===== src/rtl/mem_port_arbiter_if.sv =====
// mem_port_arbiter_if: fetch, load/store and memory-port signals of the shared memory arbiter.
interface mem_port_arbiter_if #(
    parameter int ADDR_W = 32,
    parameter int DATA_W = 32
);
    logic              i_req;
    logic [ADDR_W-1:0] i_addr;
    logic              i_gnt;
    logic              i_valid;
    logic [DATA_W-1:0] i_rdata;
    logic              d_req;
    logic              d_we;
    logic [ADDR_W-1:0] d_addr;
    logic [DATA_W-1:0] d_wdata;
    logic [2:0]        d_size;
    logic              d_gnt;
    logic              d_valid;
    logic [DATA_W-1:0] d_rdata;
    logic              m_req;
    logic              m_we;
    logic [ADDR_W-1:0] m_addr;
    logic [DATA_W-1:0] m_wdata;
    logic [2:0]        m_size;
    logic              m_ack;
    logic [DATA_W-1:0] m_rdata;

    modport slave (
        input  i_req, i_addr, d_req, d_we, d_addr, d_wdata, d_size, m_ack, m_rdata,
        output i_gnt, i_valid, i_rdata, d_gnt, d_valid, d_rdata,
        output m_req, m_we, m_addr, m_wdata, m_size
    );

    modport master (
        output i_req, i_addr, d_req, d_we, d_addr, d_wdata, d_size, m_ack, m_rdata,
        input  i_gnt, i_valid, i_rdata, d_gnt, d_valid, d_rdata,
        input  m_req, m_we, m_addr, m_wdata, m_size
    );
endinterface


===== src/rtl/mem_port_arbiter.sv =====
// mem_port_arbiter: shares one memory port between fetch and load/store, round-robin on ties, sticky timeout error.
module mem_port_arbiter #(
    parameter int          ADDR_W  = 32,
    parameter int          DATA_W  = 32,
    parameter int unsigned TIMEOUT = 255
) (
    input  logic                clk,
    input  logic                reset,
    mem_port_arbiter_if.slave   bus,
    output logic                busy,
    output logic                err
);
    localparam int CW = (TIMEOUT > 1) ? $clog2(TIMEOUT) : 1;

    typedef enum logic [1:0] {IDLE, BUSY, RESP} state_t;

    state_t            state;
    logic              owner_d;
    logic              last_d;
    logic [CW-1:0]     cnt;
    logic              pick_d;
    logic              timeout;
    logic [ADDR_W-1:0] pick_addr;
    logic [DATA_W-1:0] resp_data;

    // last_d starts at 0 (fetch), so the first tie after reset goes to load/store
    assign pick_d    = bus.d_req && (!bus.i_req || !last_d);
    assign pick_addr = pick_d ? bus.d_addr : bus.i_addr;
    assign timeout   = (TIMEOUT != 0) && (32'(cnt) == TIMEOUT - 1);
    assign resp_data = (bus.m_ack && !bus.m_we) ? bus.m_rdata : '0;
    assign busy      = state != IDLE;

    always_ff @(posedge clk or negedge reset) begin
        if (!reset) begin
            state       <= IDLE;
            owner_d     <= 1'b0;
            last_d      <= 1'b0;
            cnt         <= '0;
            err         <= 1'b0;
            bus.i_gnt   <= 1'b0;
            bus.i_valid <= 1'b0;
            bus.i_rdata <= '0;
            bus.d_gnt   <= 1'b0;
            bus.d_valid <= 1'b0;
            bus.d_rdata <= '0;
            bus.m_req   <= 1'b0;
            bus.m_we    <= 1'b0;
            bus.m_addr  <= '0;
            bus.m_wdata <= '0;
            bus.m_size  <= '0;
        end else begin
            case (state)
                IDLE: if (bus.i_req || bus.d_req) begin
                    state       <= BUSY;
                    owner_d     <= pick_d;
                    last_d      <= pick_d;
                    cnt         <= '0;
                    bus.i_gnt   <= !pick_d;
                    bus.d_gnt   <= pick_d;
                    bus.m_req   <= 1'b1;
                    bus.m_we    <= pick_d && bus.d_we;
                    bus.m_addr  <= pick_addr;
                    bus.m_wdata <= pick_d ? bus.d_wdata : '0;
                    bus.m_size  <= pick_d ? bus.d_size : 3'b010;
                end
                BUSY: begin
                    bus.i_gnt <= 1'b0;
                    bus.d_gnt <= 1'b0;
                    // an acknowledge in the timeout cycle completes normally
                    if (bus.m_ack || timeout) begin
                        state       <= RESP;
                        bus.m_req   <= 1'b0;
                        err         <= err || !bus.m_ack;
                        bus.i_valid <= !owner_d;
                        bus.d_valid <= owner_d;
                        bus.i_rdata <= owner_d ? '0 : resp_data;
                        bus.d_rdata <= owner_d ? resp_data : '0;
                    end else begin
                        cnt <= cnt + 1'b1;
                    end
                end
                RESP: begin
                    state       <= IDLE;
                    bus.i_valid <= 1'b0;
                    bus.d_valid <= 1'b0;
                    bus.i_rdata <= '0;
                    bus.d_rdata <= '0;
                end
                default: state <= IDLE;
            endcase
        end
    end
endmodule


===== src/flat_wrapper.sv =====
// flat-port wrapper written by rule: the top's interface ports become plain ports
module mem_port_arbiter_flat 
#(
    parameter int          ADDR_W  = 32,
    parameter int          DATA_W  = 32,
    parameter int unsigned TIMEOUT = 255
)
  (clk, reset, busy, err, bus_i_req, bus_i_addr, bus_d_req, bus_d_we, bus_d_addr, bus_d_wdata, bus_d_size, bus_m_ack, bus_m_rdata, bus_i_gnt, bus_i_valid, bus_i_rdata, bus_d_gnt, bus_d_valid, bus_d_rdata, bus_m_req, bus_m_we, bus_m_addr, bus_m_wdata, bus_m_size);
  mem_port_arbiter_if #(.ADDR_W(ADDR_W), .DATA_W(DATA_W)) bus_i ();
  input  logic clk;
  input  logic reset;
  output logic busy;
  output logic err;
  input wire logic [$bits(bus_i.i_req)-1:0] bus_i_req;
  input wire logic [$bits(bus_i.i_addr)-1:0] bus_i_addr;
  input wire logic [$bits(bus_i.d_req)-1:0] bus_d_req;
  input wire logic [$bits(bus_i.d_we)-1:0] bus_d_we;
  input wire logic [$bits(bus_i.d_addr)-1:0] bus_d_addr;
  input wire logic [$bits(bus_i.d_wdata)-1:0] bus_d_wdata;
  input wire logic [$bits(bus_i.d_size)-1:0] bus_d_size;
  input wire logic [$bits(bus_i.m_ack)-1:0] bus_m_ack;
  input wire logic [$bits(bus_i.m_rdata)-1:0] bus_m_rdata;
  output wire logic [$bits(bus_i.i_gnt)-1:0] bus_i_gnt;
  output wire logic [$bits(bus_i.i_valid)-1:0] bus_i_valid;
  output wire logic [$bits(bus_i.i_rdata)-1:0] bus_i_rdata;
  output wire logic [$bits(bus_i.d_gnt)-1:0] bus_d_gnt;
  output wire logic [$bits(bus_i.d_valid)-1:0] bus_d_valid;
  output wire logic [$bits(bus_i.d_rdata)-1:0] bus_d_rdata;
  output wire logic [$bits(bus_i.m_req)-1:0] bus_m_req;
  output wire logic [$bits(bus_i.m_we)-1:0] bus_m_we;
  output wire logic [$bits(bus_i.m_addr)-1:0] bus_m_addr;
  output wire logic [$bits(bus_i.m_wdata)-1:0] bus_m_wdata;
  output wire logic [$bits(bus_i.m_size)-1:0] bus_m_size;
  assign bus_i.i_req = bus_i_req;
  assign bus_i.i_addr = bus_i_addr;
  assign bus_i.d_req = bus_d_req;
  assign bus_i.d_we = bus_d_we;
  assign bus_i.d_addr = bus_d_addr;
  assign bus_i.d_wdata = bus_d_wdata;
  assign bus_i.d_size = bus_d_size;
  assign bus_i.m_ack = bus_m_ack;
  assign bus_i.m_rdata = bus_m_rdata;
  assign bus_i_gnt = bus_i.i_gnt;
  assign bus_i_valid = bus_i.i_valid;
  assign bus_i_rdata = bus_i.i_rdata;
  assign bus_d_gnt = bus_i.d_gnt;
  assign bus_d_valid = bus_i.d_valid;
  assign bus_d_rdata = bus_i.d_rdata;
  assign bus_m_req = bus_i.m_req;
  assign bus_m_we = bus_i.m_we;
  assign bus_m_addr = bus_i.m_addr;
  assign bus_m_wdata = bus_i.m_wdata;
  assign bus_m_size = bus_i.m_size;
  mem_port_arbiter #(.ADDR_W(ADDR_W), .DATA_W(DATA_W), .TIMEOUT(TIMEOUT)) u_core (.clk(clk), .reset(reset), .bus(bus_i), .busy(busy), .err(err));
endmodule

===== config.mk =====
export PLATFORM = sky130hd
export DESIGN_NAME = mem_port_arbiter_flat
export DESIGN_NICKNAME = d
export VERILOG_FILES = /design/src/rtl/mem_port_arbiter_if.sv /design/src/rtl/mem_port_arbiter.sv /design/src/flat_wrapper.sv
export SDC_FILE = /design/constraint.sdc
export NUM_CORES = 1
export LEC_CHECK = 0
export CORE_MARGIN = 4
export CORE_UTILIZATION = 37
export CTS_BUF_LIST = sky130_fd_sc_hd__clkbuf_16
export DETAILED_ROUTE_END_ITERATION = 10
export PLACE_DENSITY = 0.78
export SETUP_SLACK_MARGIN = 0.1
export SLEW_MARGIN = 15
export SYNTH_ARGS = -nofsm -noshare
export SYNTH_HDL_FRONTEND = slang
export SYNTH_SLANG_ARGS = --single-unit

===== constraint.sdc =====
create_clock -name clk -period 1.51 [get_ports clk]
set_input_delay 0.302 -clock clk [delete_from_list [all_inputs] [get_ports clk]]
set_output_delay 0.302 -clock clk [all_outputs]
set_load 0.01 [all_outputs]

* After elaboration in Yosys (flattened, before gate mapping) *
Index checks and enable logic that the tools add are counted.

word-level totals
  bits in latches = 0
  memories = 0
  bits in read-only memories = 0
  logic and storage cells = 72
  register bits after elaboration = 149
  bits in writable memories = 0
  output and inout port bits = 139

cells by class
  $lt $le $gt $ge = 0
  divide/modulo/power cells = 0
  shift operators = 0
  bitwise operators = 0
  multiply operators = 0
  reduce and logical (&&, ||, !) cells = 23
  $add $sub $neg = 1
  equality and inequality tests = 6
  muxes and demuxes = 27

operators by type and width
  operator                                                         number
  32-bit 2-to-1 mux                                                7
  32-bit case mux with 2 select lines                              2
  8-bit 2-to-1 mux                                                 2
  8-bit case mux with 2 select lines                               1
  1-bit case mux with 2 select lines                               5
  2-bit AND reduction                                              5
  8-bit by 1-bit adder with 8-bit output, second input constant    1
  8-bit == test, second input constant                             1
  1-bit 2-to-1 mux                                                 6
  3-bit AND reduction                                              2
  2-bit nonzero test                                               3
  1-bit zero test                                                  5
  1-bit logical OR                                                 4
  2-bit 2-to-1 mux                                                 2
  2-bit by 1-bit != test with 1-bit output, second input constant  2
  2-bit case mux with 2 select lines                               1
  1-bit logical AND                                                3
  3-bit 2-to-1 mux                                                 1
  2-bit by 1-bit == test with 1-bit output, second input constant  1
  2-bit == test, second input constant                             1
  2-bit zero test                                                  1
  2-bit != test, second input constant                             1

* Longest topological paths before layout *
Gate-level depths: netlist of the first run.

  depth in word-level cells = 6
  depth in mapped cells = 8

* Worst setup path after synthesis of the first run *
OpenSTA, ideal clock, no wires.

  kind = register to register
  start point = register u_core.cnt[0]
  end point = register u_core.bus.d_rdata[0]
  data required time = 1.388 ns
  buffers on the path = 2
  arrival = 1.401 ns
  stages on the path, launching flop included = 9
  period minus slack after synthesis = 1.523 ns
  library setup time = 0.122 ns
  slack = -0.013 ns
  path through = dfrtp_1 > inv_1 > ha_1 > nand3_1 > o21ai_2 > a21boi_1 > buf_6 > buf_6 > a32o_1

between the ends
  longest elaborated chain between the ends = 4

ends and longest elaborated chain
  what                                                       RTL line                   text
  start: declaration                                         mem_port_arbiter.sv:20     logic [CW-1:0] cnt;
  start signal: assignment                                   mem_port_arbiter.sv:79     cnt <= cnt + 1'b1;
  8-bit == test                                              mem_port_arbiter.sv:29     assign timeout = (TIMEOUT != 0) && (32'(cnt) == TIMEOUT - 1);
  1-bit logical OR                                           mem_port_arbiter.sv:70     if (bus.m_ack || timeout) begin
  2-bit by 1-bit != test with 1-bit output (no source line)  n/a
  2-bit AND reduction (no source line)                       n/a
  end signal: assignment                                     mem_port_arbiter.sv:77     bus.d_rdata <= owner_d ? resp_data : '0;
  end: declaration                                           mem_port_arbiter_if.sv:29  output i_gnt, i_valid, i_rdata, d_gnt, d_valid, d_rdata,

No other way between the ends.
A chain may end at the register's enable or synchronous reset.

* Worst setup path in the final report of the first run *
  start point = register u_core.state[0]
  end point = register u_core.bus.m_addr[15]

between the ends
  longest elaborated chain between the ends = 2

ends and longest elaborated chain
  what                                  RTL line                   text
  start: declaration                    mem_port_arbiter.sv:17     state_t state;
  start signal: assignment              mem_port_arbiter.sv:35     state <= IDLE;
  start signal: assignment              mem_port_arbiter.sv:54     state <= BUSY;
  start signal: assignment              mem_port_arbiter.sv:71     state <= RESP;
  2-bit zero test                       mem_port_arbiter.sv:52     case (state)
  2-bit AND reduction (no source line)  n/a
  end signal: assignment                mem_port_arbiter.sv:62     bus.m_addr <= pick_addr;
  end: declaration                      mem_port_arbiter_if.sv:30  output m_req, m_we, m_addr, m_wdata, m_size

No other way between the ends.

==> results of run 1 <==
## worst paths after layout
path                                                 endpoint  slack [ns]  cells past startpoint
max in group asynchronous  u_core.bus.m_wdata[28]$_DFFE_PN0P_        0.60                      3
min reg2reg                      u_core.bus.m_req$_DFFE_PN0P_        0.48                      1
max reg2reg                 u_core.bus.m_addr[15]$_DFFE_PN0P_       -0.11                      7
min in group clk                    u_core.cnt[0]$_DFFE_PN0P_        0.45                      5
max                         u_core.bus.m_addr[15]$_DFFE_PN0P_       -0.11                      7
min                         u_core.bus.d_rdata[4]$_DFFE_PN0P_        0.36                      2
## area by class of cell
type / instances / area share
clock buffer: 17 / 0.0421
clock inverter: 14 / 0.0126
inverter: 37 / 0.0138
multi-input combinational: 192 / 0.187
sequential: 149 / 0.369
tap: 211 / 0.0261
timing repair buffer: 343 / 0.350
## through the flow
stage	utilization	instances	TNS [ns]	hold WS, ns	area (µm²)
after floorplan	-	418	0	0.00641	5810
after global placement	0.595	909	-20.71	0.234	9080
after detailed placement	0.595	909	-29.21	0.239	9080
after CTS	0.658	959	-10.12	0.359	10000
after global routing	0.662	963	-13.96	0.383	10100
final	0.662	963	-6.49	0.358	10100
## timing repair
item                       in CTS  in global routing
resized for setup             286                 75
setup buffers                  11                  4
pin swaps                      19                 23
setup endpoints to repair     269                202
hold endpoints to repair       31                  0
hold buffers                    1                  0
cloned                          7                  2
## flip-flops by register name, indices dropped and copies added, names as in the netlist, 2 cells and up
| register | count |
|---|---|
| u_core.bus.d_rdata | 32 |
| u_core.bus.m_addr | 32 |
| u_core.bus.m_size | 3 |
| u_core.cnt | 8 |
| u_core.state | 2 |
| u_core.bus.m_wdata | 32 |
| u_core.bus.i_rdata | 32 |
## metal layers
| layer | wire length (µm) | up-vias | global-route usage |
|---|---|---|---|
| met3 | 2060 | 33 | 0.0755 |
| met2 | 10700 | 327 | 0.400 |
| met1 | 7460 | 2621 | 0.261 |
| li1 | - | 2314 | - |
| met4 | 458 | 0 | 0.0851 |
| met5 | 0 | - | 0 |
## critical path, stage by stage, from the launching register on
cell and delay (ns):
sky130_fd_sc_hd__dfrtp_1 0.36, sky130_fd_sc_hd__nor2_2 0.05, sky130_fd_sc_hd__buf_6 0.13, sky130_fd_sc_hd__buf_6 0.12
sky130_fd_sc_hd__and3_4 0.23, sky130_fd_sc_hd__buf_12 0.16, sky130_fd_sc_hd__a222oi_1 0.35, sky130_fd_sc_hd__inv_1 0.09
## Yosys cell counts (2+ instances only)
master / count
sky130_fd_sc_hd__buf_6: 10
sky130_fd_sc_hd__a22o_1: 35
sky130_fd_sc_hd__a31oi_1: 2
sky130_fd_sc_hd__a222oi_1: 32
sky130_fd_sc_hd__o21a_1: 3
sky130_fd_sc_hd__inv_1: 37
sky130_fd_sc_hd__a31o_2: 3
sky130_fd_sc_hd__dfrtp_1: 149
sky130_fd_sc_hd__nand2_1: 6
sky130_fd_sc_hd__and3_1: 4
sky130_fd_sc_hd__a32o_1: 64
sky130_fd_sc_hd__ha_1: 2
sky130_fd_sc_hd__buf_2: 19
sky130_fd_sc_hd__a21oi_1: 6
sky130_fd_sc_hd__nand3_1: 7
sky130_fd_sc_hd__nor2_1: 4
sky130_fd_sc_hd__o21ai_0: 4
sky130_fd_sc_hd__buf_1: 2
sky130_fd_sc_hd__nand2b_1: 3
sky130_fd_sc_hd__clkbuf_1: 9
sky130_fd_sc_hd__a21o_1: 2
## cells by family after synthesis
group                    synth area share
AO/OA/AOI/OAI                       0.254
adder cells (fa/ha/maj)           0.00431
buffers and inverters              0.0669
flip-flops                          0.643
multiplexers                      0.00173
AND/OR/NAND/NOR                    0.0304
## power by group through the flow
stage               combinational, W  clock, W  sequential (W)
floorplan                    0.00314         0         0.00753
CTS                          0.00950   0.00407         0.00687
finish                       0.00960   0.00397         0.00689
global placement             0.00909         0         0.00683
detailed placement           0.00941         0         0.00690
global route                  0.0102   0.00427         0.00710
==> qor.csv, run 1 <==
metric,value,unit
max-slew violation total from the final report,0,
slew of the pin with the lowest slew margin,0.645,ns
count of inserted antenna diode cells,0,
vias in the first global route,5704,
proportion of total power due to net switching,0.356,
post-layout min period,1.62,ns
placer's final routability congestion estimate,0.837,
Power per Cell Area,2030,mW/mm²
pre-CTS setup slack,-0.441,ns
cell type with the largest total area after synthesis,sky130_fd_sc_hd__dfrtp_1,
category of the critical setup timing path,reg -> reg,
"Top FF cell, synth",sky130_fd_sc_hd__dfrtp_1,
setup repair after global routing missed its margin,yes,
part of the total power dissipated in combinational logic,0.469,
static leakage,4.67,nW
CTS Root Buffer Type,sky130_fd_sc_hd__clkbuf_16,
Starting Density,0.380,
sort of element at the start of the critical path,register,
area fraction of the dominant cell type after synthesis,0.643,
Worst Skew,0.00734,ns
GRT Total Usage,0.229,
Worst-path clk slew,0.06,ns
largest net degree at the start of global routing,66,
Worst Path Arrival,1.91,ns
initial antenna violation count,0,
first-pass iteration count of the detailed router,7,
worst rel slew slack,0.570,
buffer depth of the longest clock path,2,
"most common cell after layout, fill and taps aside",sky130_fd_sc_hd__dfrtp_1,
DIE AREA,0.0177,mm²
yosys warns,0,
post-detailed-route DRC marker count,0,
count of unique library cells instantiated by Yosys,36,
number of nets in the synthesized netlist,557,
Worst Setup End Kind,register,
share of layout cells above drive strength 1,0.209,
Yosys reg bits,149,
"Area growth, synth to finish",74.1,%
wire length per cell after detailed routing,21.5,µm
TritonCTS Sinks,149,
number of DRC markers in iteration 0,340,
internal power component,0.0132,W
vias,5295,
portion of the clock cycle consumed by the worst path in the final layout,1.07,
Post-Syn Area,0.00580,mm²
detailed-route wire length,20.7,mm
overall power of the completed layout,0.0205,W
beginning of the worst register-to-register path,u_core.state[0]$_DFFE_PN0P_,
Final #Nets,879,
Avg Synthesized Cell Area,13.9,µm²
part of the Yosys area used for sequential elements,0.643,
number of routed nets with antenna violations,0,
worst ir drop on vdd,0.986,mV
overall overflow remaining after global route,0,
outcome,"complete, but fails checks",
"commonest non-fill, non-tap cells in the layout","149 x sky130_fd_sc_hd__dfrtp_1, 133 x sky130_fd_sc_hd__clkdlybuf4s50_1, 108 x sky130_fd_sc_hd__clkdlybuf4s15_1",
share of total power in sequential cells,0.337,
Die W,133,µm
CTS H-tree depth,4,
first-pass GRT wire length,31.6,mm
highest net fanout along the worst path,5,
HPWL after detailed placement,14.3,mm
area used by sequential logic in the layout,0.00373,mm²
Filler Cells Inserted,1101,
number of flops mapped to enable cells by yosys,0,
peak clock frequency supported by timing,617,MHz
total of max-cap violations,0,
endpoints failing setup,91,
CTS tree,done,
required time of the worst setup path,1.80,ns
startpoint of the worst setup timing path,u_core.state[0]$_DFFE_PN0P_,
footprint of the multi-input gates,0.00188,mm²
total CTS buffers,17,
class of the tightest hold or removal check,in -> async,
main area contributors after synthesis,"sky130_fd_sc_hd__dfrtp_1 64%, sky130_fd_sc_hd__a32o_1 11%, sky130_fd_sc_hd__a222oi_1 5.5%",
violated checks,negative setup slack,
Final Hold Violating Endpoints,0,
Mapped Cells,418,
"Worst Setup Slack, final",-0.111,ns
Vias per Instance,5.50,
clock network latency to the later pin of the worst-skew pair,0.42,ns
placeable core region,0.0153,mm²
number of placement rows,45,
die boundary height,133,µm
clock network power share,0.194,
number of ports placed on the die boundary,276,
NetSw,0.00729,W
fraction of synthesis flops using an asynchronous set or reset pin,1.00,
number of buffer cells added on primary ports,275,
(Power assumes the default switching activity.)
==> run 2: changes to the inputs <==
--- a/config.mk
+++ b/config.mk
@@ -5,7 +5,7 @@
 export SDC_FILE = /design/constraint.sdc
 export NUM_CORES = 1
 export LEC_CHECK = 0
-export CORE_MARGIN = 4
+export CORE_MARGIN = 2
 export CORE_UTILIZATION = 37
 export CTS_BUF_LIST = sky130_fd_sc_hd__clkbuf_16
 export DETAILED_ROUTE_END_ITERATION = 10
==> qor.csv, run 2 (same netlist as run 1, synthesis figures left out) <==
metric,value,unit
Worst Skew,0.00827,ns
largest net degree at the start of global routing,66,
NetSw,0.00720,W
violated checks,negative setup slack,
placeable core region,0.0153,mm²
first-pass GRT wire length,30.3,mm
proportion of total power due to net switching,0.353,
Worst-path clk slew,0.06,ns
Final #Nets,879,
clock network power share,0.195,
worst rel slew slack,0.571,
number of buffer cells added on primary ports,275,
number of ports placed on the die boundary,276,
Die W,129,µm
static leakage,4.66,nW
R2R Setup Slk,-0.10,ns
category of the critical setup timing path,reg -> reg,
placer's final routability congestion estimate,0.808,
detailed-route wire length,20.3,mm
Post-Layout Cell Count,964,
share of total power in sequential cells,0.338,
worst r2r path cells,7,
internal power component,0.0132,W
number of routed nets with antenna violations,0,
HPWL after detailed placement,13.6,mm
endpoint of the worst register-to-register path,u_core.bus.m_wdata[13]$_DFFE_PN0P_,
number of placement rows,45,
Final Hold Violating Endpoints,0,
TritonCTS Sinks,149,
Power per Cell Area,2030,mW/mm²
pre-CTS setup slack,-0.378,ns
CTS tree,done,
CTS Root Buffer Type,sky130_fd_sc_hd__clkbuf_16,
"Area growth, synth to finish",73.3,%
class of the tightest hold or removal check,in -> async,
setup repair after global routing missed its margin,yes,
vias in the first global route,5495,
initial antenna violation count,0,
sort of element at the start of the critical path,register,
Worst Setup End Kind,register,
count of inserted antenna diode cells,0,
instance area at placement,0.00899,mm²
highest net fanout along the worst path,6,
post-detailed-route DRC marker count,0,
number of DRC markers in iteration 0,430,
wire length per cell after detailed routing,21.1,µm
total of max-cap violations,0,
share of layout cells above drive strength 1,0.185,
required time of the worst setup path,1.87,ns
endpoints failing setup,88,
overall overflow remaining after global route,0,
total CTS buffers,17,
Filler Cells Inserted,1102,
"Design Area, Final",0.0101,mm²
post-placement cell count,900,
portion of the clock cycle consumed by the worst path in the final layout,1.07,
max-slew violation total from the final report,0,
share of the core filled with cells,0.659,
die boundary height,129,µm
CTS H-tree depth,4,
"commonest non-fill, non-tap cells in the layout","149 x sky130_fd_sc_hd__dfrtp_1, 134 x sky130_fd_sc_hd__clkdlybuf4s50_1, 111 x sky130_fd_sc_hd__clkdlybuf4s15_1",
part of the total power dissipated in combinational logic,0.467,
Worst Path Arrival,1.97,ns
worst hold slack across all endpoints,0.357,ns
vias,5339,
post-layout min period,1.61,ns
clock network latency to the later pin of the worst-skew pair,0.42,ns
Vias per Instance,5.54,
buffer depth of the longest clock path,2,
GRT Total Usage,0.239,
beginning of the worst register-to-register path,u_core.state[1]$_DFFE_PN0P_,
first-pass iteration count of the detailed router,10,
DIE AREA,0.0167,mm²
Starting Density,0.380,
peak clock frequency supported by timing,620,MHz
slew of the pin with the lowest slew margin,0.644,ns
worst ir drop on vdd,0.936,mV
"most common cell after layout, fill and taps aside",sky130_fd_sc_hd__dfrtp_1,
outcome,"complete, but fails checks",
"Worst Setup Slack, final",-0.103,ns
## run 2: worst max-delay path, cell delays in order (launching register included)
cell and delay, ns:
sky130_fd_sc_hd__dfrtp_1 0.43, sky130_fd_sc_hd__nor2_4 0.18, sky130_fd_sc_hd__buf_6 0.13, sky130_fd_sc_hd__and3_4 0.29, sky130_fd_sc_hd__buf_6 0.16, sky130_fd_sc_hd__buf_12 0.11, sky130_fd_sc_hd__clkbuf_16 0.13, sky130_fd_sc_hd__a22o_1 0.13
## run 2: worst max path at each step
| stage | cells after the start | from | slack [ns] | to |
|---|---|---|---|---|
| 3_5_place_dp | 6 | bus_i_req | -0.38 | u_core.bus.m_addr[19]$_DFFE_PN0P_ |
| 5_1_grt | 7 | u_core.state[1]$_DFFE_PN0P_ | -0.16 | u_core.bus.m_wdata[2]$_DFFE_PN0P_ |
| 6_report | 7 | u_core.state[1]$_DFFE_PN0P_ | -0.10 | u_core.bus.m_wdata[13]$_DFFE_PN0P_ |
| 2_1_floorplan | 8 | u_core.cnt[0]$_DFFE_PN0P_ | 0.008 | u_core.bus.d_rdata[0]$_DFFE_PN0P_ |
| 3_3_place_gp | 6 | bus_i_req | -0.28 | u_core.bus.m_addr[1]$_DFFE_PN0P_ |
| 4_1_cts | 3 | u_core.state[0]$_DFFE_PN0P_ | -0.1 | busy |
## run 2: through the flow
stage / setup TNS, ns / power [W]
after floorplan: 0 / 0.0107
final: -4.90 / 0.0204
after global placement: -16.45 / 0.0157
after CTS: -5.48 / 0.0203
after detailed placement: -23.59 / 0.0160
after global routing: -12.65 / 0.0215
## run 2: timing repair
action,in CTS,in global routing
cloned,10,4
setup buffers,13,10
setup endpoints to repair,276,220
pin swaps,10,36
gates resized for setup,246,97
endpoints found under the hold margin,30,0
hold buffers,1,0
## run 2: metal layers
metal / GRT usage / vias up / routed length (µm)
li1: - / 2311 / -
met5: 0 / - / 0
met1: 0.272 / 2672 / 7320
met4: 0.100 / 0 / 620
met3: 0.0652 / 40 / 1800
met2: 0.424 / 316 / 10600
## run 2: cell type report
cell class | count | area (µm²) | area share
Sequential cell | 149 | 3730 | 0.371
Timing Repair Buffer | 343 | 3590 | 0.357
Inverter | 37 | 139 | 0.0138
Clock inverter | 15 | 133 | 0.0132
Tap cell | 211 | 264 | 0.0263
Clock buffer | 17 | 425 | 0.0423
Multi-Input combinational cell | 192 | 1780 | 0.177
## run 2: power by group through the flow
stage,sequential (W),combinational [W],clock [W]
3_5_place_dp,0.00691,0.00914,0
5_1_grt,0.00708,0.0101,0.00426
4_1_cts,0.00685,0.00935,0.00406
6_report,0.00690,0.00954,0.00397
2_1_floorplan,0.00753,0.00314,0
3_3_place_gp,0.00683,0.00888,0
==> run 3: changes to the inputs <==
--- a/config.mk
+++ b/config.mk
@@ -9,6 +9,7 @@
 export CORE_UTILIZATION = 37
 export CTS_BUF_LIST = sky130_fd_sc_hd__clkbuf_16
 export DETAILED_ROUTE_END_ITERATION = 10
+export MAX_ROUTING_LAYER = met4
 export PLACE_DENSITY = 0.78
 export SETUP_SLACK_MARGIN = 0.1
 export SLEW_MARGIN = 15
==> qor.csv, run 3 (same netlist as run 1, synthesis figures left out) <==
metric,value,unit
highest net fanout along the worst path,6,
Starting Density,0.380,
post-detailed-route DRC marker count,0,
GRT Total Usage,0.247,
first-pass GRT wire length,30.3,mm
share of layout cells above drive strength 1,0.182,
number of ports placed on the die boundary,276,
buffer depth of the longest clock path,2,
"Worst Setup Slack, final",-0.126,ns
area used by sequential logic in the layout,0.00373,mm²
TritonCTS Sinks,149,
footprint of the multi-input gates,0.00178,mm²
setup repair after global routing missed its margin,yes,
number of buffer cells added on primary ports,275,
endpoints failing setup,85,
R2R Setup Slk,-0.13,ns
beginning of the worst register-to-register path,u_core.state[1]$_DFFE_PN0P_,
endpoint of the worst register-to-register path,u_core.bus.m_addr[0]$_DFFE_PN0P_,
Post-Layout Cell Count,965,
highest-delay cell along the critical path,sky130_fd_sc_hd__dfrtp_1,
clock network latency to the later pin of the worst-skew pair,0.43,ns
number of routed nets with antenna violations,0,
Worst Setup End Kind,register,
Filler Cells Inserted,1102,
capturing element of the worst setup path,u_core.bus.m_addr[0]$_DFFE_PN0P_,
Power per Cell Area,2030,mW/mm²
DIE AREA,0.0167,mm²
number of placement rows,45,
post-placement cell count,900,
Vias per Instance,5.52,
detailed-route wire length,20.4,mm
startpoint of the worst setup timing path,u_core.state[1]$_DFFE_PN0P_,
initial antenna violation count,1,
worst hold slack across all endpoints,0.355,ns
outcome,"complete, but fails checks",
category of the critical setup timing path,reg -> reg,
Worst Skew,0.0118,ns
portion of the clock cycle consumed by the worst path in the final layout,1.08,
vias,5324,
wire length per cell after detailed routing,21.2,µm
class of the tightest hold or removal check,in -> async,
met2 global-route usage,0.425,
peak clock frequency supported by timing,611,MHz
number of DRC markers in iteration 0,472,
vias in the first global route,5480,
Final #Nets,879,
total of max-cap violations,0,
CTS Root Buffer Type,sky130_fd_sc_hd__clkbuf_16,
total CTS buffers,17,
die boundary height,129,µm
slew of the pin with the lowest slew margin,0.648,ns
Die W,129,µm
CTS tree,done,
post-layout min period,1.64,ns
static leakage,4.66,nW
worst ir drop on vdd,0.939,mV
overall overflow remaining after global route,0,
violated checks,negative setup slack,
met1 usage in global routing,0.276,
Worst-path clk slew,0.07,ns
worst r2r path cells,7,
busiest layer in global routing,met2,
"commonest non-fill, non-tap cells in the layout","149 x sky130_fd_sc_hd__dfrtp_1, 134 x sky130_fd_sc_hd__clkdlybuf4s50_1, 114 x sky130_fd_sc_hd__clkdlybuf4s15_1",
first-pass iteration count of the detailed router,6,
"Area growth, synth to finish",73.4,%
placer's final routability congestion estimate,0.820,
Worst path max stage delay,0.43,ns
worst-path cell chain,nor2_4 -> buf_6 -> and3_4 -> buf_4 -> clkbuf_16 -> a222oi_1 -> inv_1,
placeable core region,0.0153,mm²
sort of element at the start of the critical path,register,
CTS H-tree depth,4,
HPWL after detailed placement,13.6,mm
required time of the worst setup path,1.81,ns
met3 Resource Use GR,0.0611,
largest net degree at the start of global routing,66,
max-slew violation total from the final report,0,
Final Hold Violating Endpoints,0,
"most common cell after layout, fill and taps aside",sky130_fd_sc_hd__dfrtp_1,
worst rel slew slack,0.568,
Worst Path Arrival,1.94,ns
==> run 3: timing repair <==
item                                    CTS  global route
gates resized for setup                 246            94
setup buffers                            13            10
endpoints found under the hold margin    30             0
cloned                                   10             4
hold buffers                              1             0
pin swaps                                10            36
endpoints found under the setup margin  276           222
==> run 3: where the power goes <==
group          leakage [nW]  total (W)  switching, W  internal, W
Combinational          2.46    0.00954       0.00435      0.00519
Sequential             1.94    0.00690       0.00115      0.00575
Clock                 0.261    0.00398       0.00171      0.00227
==> run 3: final cells by class <==
cell class | instances | area share
Sequential cell | 149 | 0.371
Timing Repair Buffer | 343 | 0.357
Multi-Input combinational cell | 192 | 0.177
Clock buffer | 17 | 0.0423
Tap cell | 211 | 0.0262
Inverter | 37 | 0.0138
Clock inverter | 15 | 0.0132
Antenna cell | 1 | 0.000249
==> run 3: per-layer routing <==
layer / wire length (µm) / vias to the layer above
li1: - / 2311
met5: 0 / -
met4: 568 / 0
met2: 10700 / 310
met3: 1750 / 33
met1: 7450 / 2670
==> run 3: worst min-delay path by stage <==
stage	start	endpoint	slack, ns	depth (start not counted)
after floorplan	reset	u_core.bus.d_gnt$_DFFE_PN0P_	0.006	0
after global placement	reset	u_core.err$_DFFE_PN0P_	0.22	1
after detailed placement	reset	u_core.bus.i_valid$_DFFE_PN0P_	0.23	1
after CTS	bus_m_ack	u_core.state[1]$_DFFE_PN0P_	0.35	5
after global routing	reset	u_core.bus.i_valid$_DFFE_PN0P_	0.37	2
final	reset	u_core.bus.m_addr[23]$_DFFE_PN0P_	0.36	2
==> run 3: critical path: cells and delay by family, from the launching register on <==
family	cells	cell delay (ns)
AOI/OAI and AO/OA	1	0.29
buffers and inverters	4	0.50
and+or+nand+nor	2	0.30
DFF	1	0.43
==> run 3: metrics by stage <==
stage | setup slack (ns) | total power (W) | setup TNS (ns) | cell area [µm²] | util
floorplan | 0.00820 | 0.0107 | 0 | 5810 | -
global placement | -0.280 | 0.0157 | -16.45 | 8990 | 0.589
detailed placement | -0.378 | 0.0160 | -23.59 | 8990 | 0.589
CTS | -0.0968 | 0.0203 | -5.48 | 9990 | 0.655
global route | -0.154 | 0.0215 | -12.69 | 10100 | 0.659
finish | -0.126 | 0.0204 | -5.08 | 10100 | 0.659
